$ cat config.mk
export PLATFORM = sky130hd
export DESIGN_NAME = uc_multiciclo
export DESIGN_NICKNAME = d
export VERILOG_FILES = /design/src/rtl/uc_pkg.sv /design/src/rtl/uc_multiciclo.sv
export SDC_FILE = /design/constraint.sdc
export NUM_CORES = 1
export LEC_CHECK = 0
export ABC_AREA = 1
export CORE_MARGIN = 4
export CORE_UTILIZATION = 42
export CTS_CLUSTER_SIZE = 20
export DETAILED_ROUTE_END_ITERATION = 6
export PLACE_DENSITY = 0.93
export SLEW_MARGIN = 30
export SYNTH_ARGS = -nofsm -noshare
export SYNTH_HDL_FRONTEND = slang
export SYNTH_SLANG_ARGS = --single-unit
$ cat constraint.sdc
create_clock -name clk -period 1.85 [get_ports clk]
set_input_delay 0.2775 -clock clk [delete_from_list [all_inputs] [get_ports clk]]
set_output_delay 0.2775 -clock clk [all_outputs]
set_load 0.02 [all_outputs]
$ cat src/rtl/uc_pkg.sv
// Shared definitions for the multicycle MIPS control unit: state encodings,
// supported opcodes and ALU operation codes.
package uc_pkg;

    typedef enum logic [3:0] {
        S_FETCH  = 4'd0,
        S_DECODE = 4'd1,
        S_MEMADR = 4'd2,
        S_MEMRD  = 4'd3,
        S_MEMWB  = 4'd4,
        S_MEMWR  = 4'd5,
        S_EXEC   = 4'd6,
        S_RWB    = 4'd7,
        S_BRANCH = 4'd8,
        S_JUMP   = 4'd9,
        S_ADDIEX = 4'd10,
        S_ADDIWB = 4'd11
    } state_t;

    localparam logic [5:0] OP_R    = 6'b000000;
    localparam logic [5:0] OP_LW   = 6'b100011;
    localparam logic [5:0] OP_SW   = 6'b101011;
    localparam logic [5:0] OP_BEQ  = 6'b000100;
    localparam logic [5:0] OP_J    = 6'b000010;
    localparam logic [5:0] OP_ADDI = 6'b001000;

    localparam logic [1:0] ALU_ADD   = 2'd0;
    localparam logic [1:0] ALU_FUNCT = 2'd1;
    localparam logic [1:0] ALU_SUB   = 2'd2;

    // True for every opcode the control unit knows how to sequence.
    function automatic logic op_supported(input logic [5:0] op);
        return (op == OP_R) || (op == OP_LW) || (op == OP_SW) ||
               (op == OP_BEQ) || (op == OP_J) || (op == OP_ADDI);
    endfunction

endpackage

$ cat src/rtl/uc_multiciclo.sv
// Multicycle MIPS control unit: Moore FSM with a registered state and
// combinational next-state / control decode. Memory states optionally stall
// on mem_ready. While rst is high every output, including state, reads 0.
module uc_multiciclo
    import uc_pkg::*;
#(
    parameter int ALUOP_W     = 3,
    parameter int MEM_WAIT_EN = 1
) (
    input  logic               clk,
    input  logic               rst,
    input  logic [5:0]         Op,
    input  logic               mem_ready,
    output logic               PCWrite,
    output logic               PCWriteCond,
    output logic               IorD,
    output logic               MemRead,
    output logic               MemWrite,
    output logic               IRWrite,
    output logic               MemtoReg,
    output logic               RegWrite,
    output logic               RegDst,
    output logic               AluSrcA,
    output logic [1:0]         AluSrcB,
    output logic [1:0]         PCSource,
    output logic [ALUOP_W-1:0] ALUop,
    output logic               illegal_op,
    output logic [3:0]         state
);

    state_t     state_q;
    state_t     state_d;
    logic       mem_done;
    logic [1:0] aluop_code;

    // With waiting disabled every memory access is treated as finishing at once.
    assign mem_done = (MEM_WAIT_EN != 0) ? mem_ready : 1'b1;

    // State register; reset wins from any state, including mid-stall.
    always_ff @(posedge clk) begin
        if (rst) begin
            state_q <= S_FETCH;
        end else begin
            state_q <= state_d;
        end
    end

    // Next-state decode; memory states hold until the access completes.
    always_comb begin
        state_d = state_q;
        case (state_q)
            S_FETCH:  if (mem_done) state_d = S_DECODE;
            S_DECODE: begin
                case (Op)
                    OP_R:         state_d = S_EXEC;
                    OP_LW, OP_SW: state_d = S_MEMADR;
                    OP_BEQ:       state_d = S_BRANCH;
                    OP_J:         state_d = S_JUMP;
                    OP_ADDI:      state_d = S_ADDIEX;
                    default:      state_d = S_FETCH;
                endcase
            end
            S_MEMADR: begin
                if (Op == OP_LW)      state_d = S_MEMRD;
                else if (Op == OP_SW) state_d = S_MEMWR;
                else                  state_d = S_FETCH;
            end
            S_MEMRD:  if (mem_done) state_d = S_MEMWB;
            S_MEMWR:  if (mem_done) state_d = S_FETCH;
            S_MEMWB:  state_d = S_FETCH;
            S_EXEC:   state_d = S_RWB;
            S_RWB:    state_d = S_FETCH;
            S_BRANCH: state_d = S_FETCH;
            S_JUMP:   state_d = S_FETCH;
            S_ADDIEX: state_d = S_ADDIWB;
            S_ADDIWB: state_d = S_FETCH;
            default:  state_d = S_FETCH;
        endcase
    end

    // Control decode from the current state; everything unlisted stays 0.
    always_comb begin
        PCWrite     = 1'b0;
        PCWriteCond = 1'b0;
        IorD        = 1'b0;
        MemRead     = 1'b0;
        MemWrite    = 1'b0;
        IRWrite     = 1'b0;
        MemtoReg    = 1'b0;
        RegWrite    = 1'b0;
        RegDst      = 1'b0;
        AluSrcA     = 1'b0;
        AluSrcB     = 2'b00;
        PCSource    = 2'b00;
        aluop_code  = ALU_ADD;
        illegal_op  = 1'b0;
        state       = 4'd0;
        if (!rst) begin
            state = state_q;
            case (state_q)
                S_FETCH: begin
                    MemRead = 1'b1;
                    AluSrcB = 2'b01;
                    IRWrite = mem_done;
                    PCWrite = mem_done;
                end
                S_DECODE: begin
                    AluSrcB    = 2'b11;
                    illegal_op = !op_supported(Op);
                end
                S_MEMADR, S_ADDIEX: begin
                    AluSrcA = 1'b1;
                    AluSrcB = 2'b10;
                end
                S_MEMRD: begin
                    MemRead = 1'b1;
                    IorD    = 1'b1;
                end
                S_MEMWR: begin
                    MemWrite = 1'b1;
                    IorD     = 1'b1;
                end
                S_MEMWB: begin
                    RegWrite = 1'b1;
                    MemtoReg = 1'b1;
                end
                S_EXEC: begin
                    AluSrcA    = 1'b1;
                    aluop_code = ALU_FUNCT;
                end
                S_RWB: begin
                    RegWrite = 1'b1;
                    RegDst   = 1'b1;
                end
                S_BRANCH: begin
                    AluSrcA     = 1'b1;
                    aluop_code  = ALU_SUB;
                    PCWriteCond = 1'b1;
                    PCSource    = 2'b01;
                end
                S_JUMP: begin
                    PCWrite  = 1'b1;
                    PCSource = 2'b10;
                end
                S_ADDIWB: begin
                    RegWrite = 1'b1;
                end
                default: begin
                    state = state_q;
                end
            endcase
        end
        ALUop = ALUOP_W'(aluop_code);
    end

endmodule
==> results.yml <==
outcome:
  status: "complete, no violations"
finish:
  fillers: 107
  layout_top_registers: "state_q: 4 flops"
  final_area_sq_um: 1010
  nets: 174
  insertedDiodeCount: 0
  area.growth.synth_to_final_pct: 64.6
  layout-drive-gt1-share_pct: 27.0
  largest_reg_flops: 4
  top_register: "state_q"
sta:
  min_period_ns: 1.77
  setup_ws_ns: 0.0774
  fmax_mhz: 564
  finalSetupViolCount: 0
  rsz0062_at_grt: "no"
  min_period_over_period_pct: 95.8
  finalMaxSlewViolations: 0
  finalHoldViolations: 0
  skew_ns: 0.00172
clock_tree:
  cts_buffer_depth: 2
  numCtsBuffers: 3
  clockRootBuffer: "clkbuf_4"
  holdBufCountCts: 0
  clkLatencyLatePin_ns: 0.23
  cts_tree: "done"
  cts_sinks: 4
  clk_pin_slew_ns: 0.04
  cts_htree_levels: 1
synthesis:
  synth_nets: 130
  synth.distinct_cells: 24
  synth-main-ff-cell: "dfxtp_1"
  synth_edf_count: 0
  synthCells: 121
  avgSynthCellArea_sq_um: 5.08
  synth_common_cells: "nand2_1, nor2_1, nand3_1, inv_1"
  yosysMostFrequentCell: "nand2_1"
  seq_area_frac_synth_pct: 13.0
  synth_largest_area_cell: "nand2_1"
  yosys_warnings: 0
  synth_top_area_share_pct: 24.4
  ys_ff_latch: 4
  netlist_area_sq_um: 614
  synth_area_leaders: "nand2_1, nor2_1, dfxtp_1"
  async_reset_ff_share_pct: 0
worst_setup_path:
  crit_family: "buffers and inverters"
  crit_buf_inv: 3
  crit_path_top_delay_cell: "clkdlybuf4s50_1"
  reg2reg_depth: 6
  required_ns: 1.57
  critical-path-max-stage-delay_ns: 0.59
  crit_path_cell_trace: "inv_2, nor2_2, buf_4, clkdlybuf4s50_1"
  worstPathArrival_ns: 1.50
  worst-path-stages: 4
  worstReg2RegEnd: "state_q[2]$_SDFFE_PP0P_"
  rrSetupSlack_ns: 0.59
  start_kind: "register"
  cp_max_fo: 6
  r2r_start: "state_q[3]$_SDFFE_PP0P_"
  worstSetupPathType: "reg -> out"
  critPathCaptureType: "output port"
routing:
  wl_per_cell_um: 12.4
  drt_first_pass_iters: 4
  drtAntennaViolNets: 0
  routed_via_density: 5.23
  vias: 931
  drtIter0Drc: 26
  drc: 0
  routed_wl_um: 2210
global_route:
  grt_use_total_pct: 24.2
  antenna_found_initial: 0
  grt_max_degree: 11
  grt_overflow_total: 0
  grt_pass1_wl_um: 3750
  grt_pass1_vias: 926
floorplan:
  die_area_sq_um: 2140
  die_w_um: 46.2
  initial_core_util_pct: 46.1
  coreArea_sq_um: 1330
  die_y_um: 46.2
  row_count: 13
  pin_count: 31
placed_design:
  post_dp_cell_area_sq_um: 1000
  dpl.hpwl_um: 1860
  port_buffers: 29
  place.gp.congestion: 0.910
  pre_cts_ws_ns: -0.354
pwr:
  ir_worst_vdd_mv: 0.257
  power.density_nw_per_um2: 376
  power.leakage_uw: 0.000585
hold_path:
  min_path_type: "in -> reg"
  hold_depth: 6
  min_to: "state_q[2]$_SDFFE_PP0P_"
  hp-start: "Op[3]"
job:
  drv_cap: 0
==> per-layer routing <==
metal / vias to the layer above / part of all wire [%] / GRT usage [%]
met5: - / 0 / 0
met4: 0 / 2.5 / 11.4
met3: 6 / 8.7 / 3.91
met2: 58 / 52 / 44.5
met1: 404 / 37 / 26.3
li1: 463 / - / -
==> repair_timing <==
item                       CTS  global route
hold endpoints to repair     0             0
gates resized for setup     28            13
setup endpoints to repair   21             9
setup buffers                0             0
==> worst max path at each step <==
stage / endpoint / slack [ns] / startpoint
finish: state[1] / 0.08 / state_q[1]$_SDFFE_PP0P_
global route: IRWrite / 0.002 / state_q[0]$_SDFFE_PP0P_
CTS: illegal_op / 0.003 / Op[3]
detailed placement: illegal_op / -0.35 / Op[2]
global placement: illegal_op / -0.31 / Op[0]
floorplan: ALUop[1] / 0.35 / rst
==> through the flow <==
stage	hold slack [ns]	util, %	power [uW]	setup TNS (ns)	std cells
global placement	0.643	75.3	275	-4.32	175
finish	0.630	75.8	380	0	178
floorplan	0.516	-	194	0	121
CTS	0.663	76.2	385	0	178
detailed placement	0.654	75.3	282	-5.05	175
global route	0.695	75.8	404	0	178
==> power by group <==
part	internal, uW	switching (uW)
clock	72.6	36.0
sequential	91.0	6.35
combinational	71.8	102
total	235	145
==> placed cells by master (no fill, tap or decap), types with 2 or more instances in the layout <==
cell type and instances:
inv_2 5, clkdlybuf4s15_2 3, clkdlybuf4s50_1 7, dlygate4sd2_1 9, nand2_2 5, nor2_2 5
nand3_1 8, inv_1 6, nor2_1 23, a21oi_1 5, buf_4 15, dlymetal6s2s_1 4
clkbuf_4 3, nor3_1 2, nand4_1 3, dfxtp_1 3, clkdlybuf4s15_1 2, clkbuf_2 3
nand2_1 40
==> worst reg2reg max path, stage by stage, from the launching register on <==
cell	delay, ns
dfxtp_1	0.34
nor2_1	0.30
nand3_1	0.17
nand3_2	0.16
nor2_2	0.06
nand2_1	0.07
nand2_1	0.04
==> kinds of logic (layout without fill, tap and decap cells) <==
logic type             after synthesis  count (layout)  synth area share, %
DFF                                  4               4                 13.0
and+or+nand+nor                     89              89                 64.6
AOI/OAI and AO/OA                    9               9                 8.35
buffers and inverters               18              60                 13.4
other                                1               1                0.610
==> area by class of cell <==
cell class	instances	area, sq um	share of cell area, %
tap	15	18.8	1.86
multi-input combinational	99	452	44.7
inverter	13	51.3	5.07
sequential	4	81.3	8.04
clock buffer	3	22.5	2.23
timing repair buffer	44	385	38.1
Note: power is estimated with default switching activity, not from simulation.
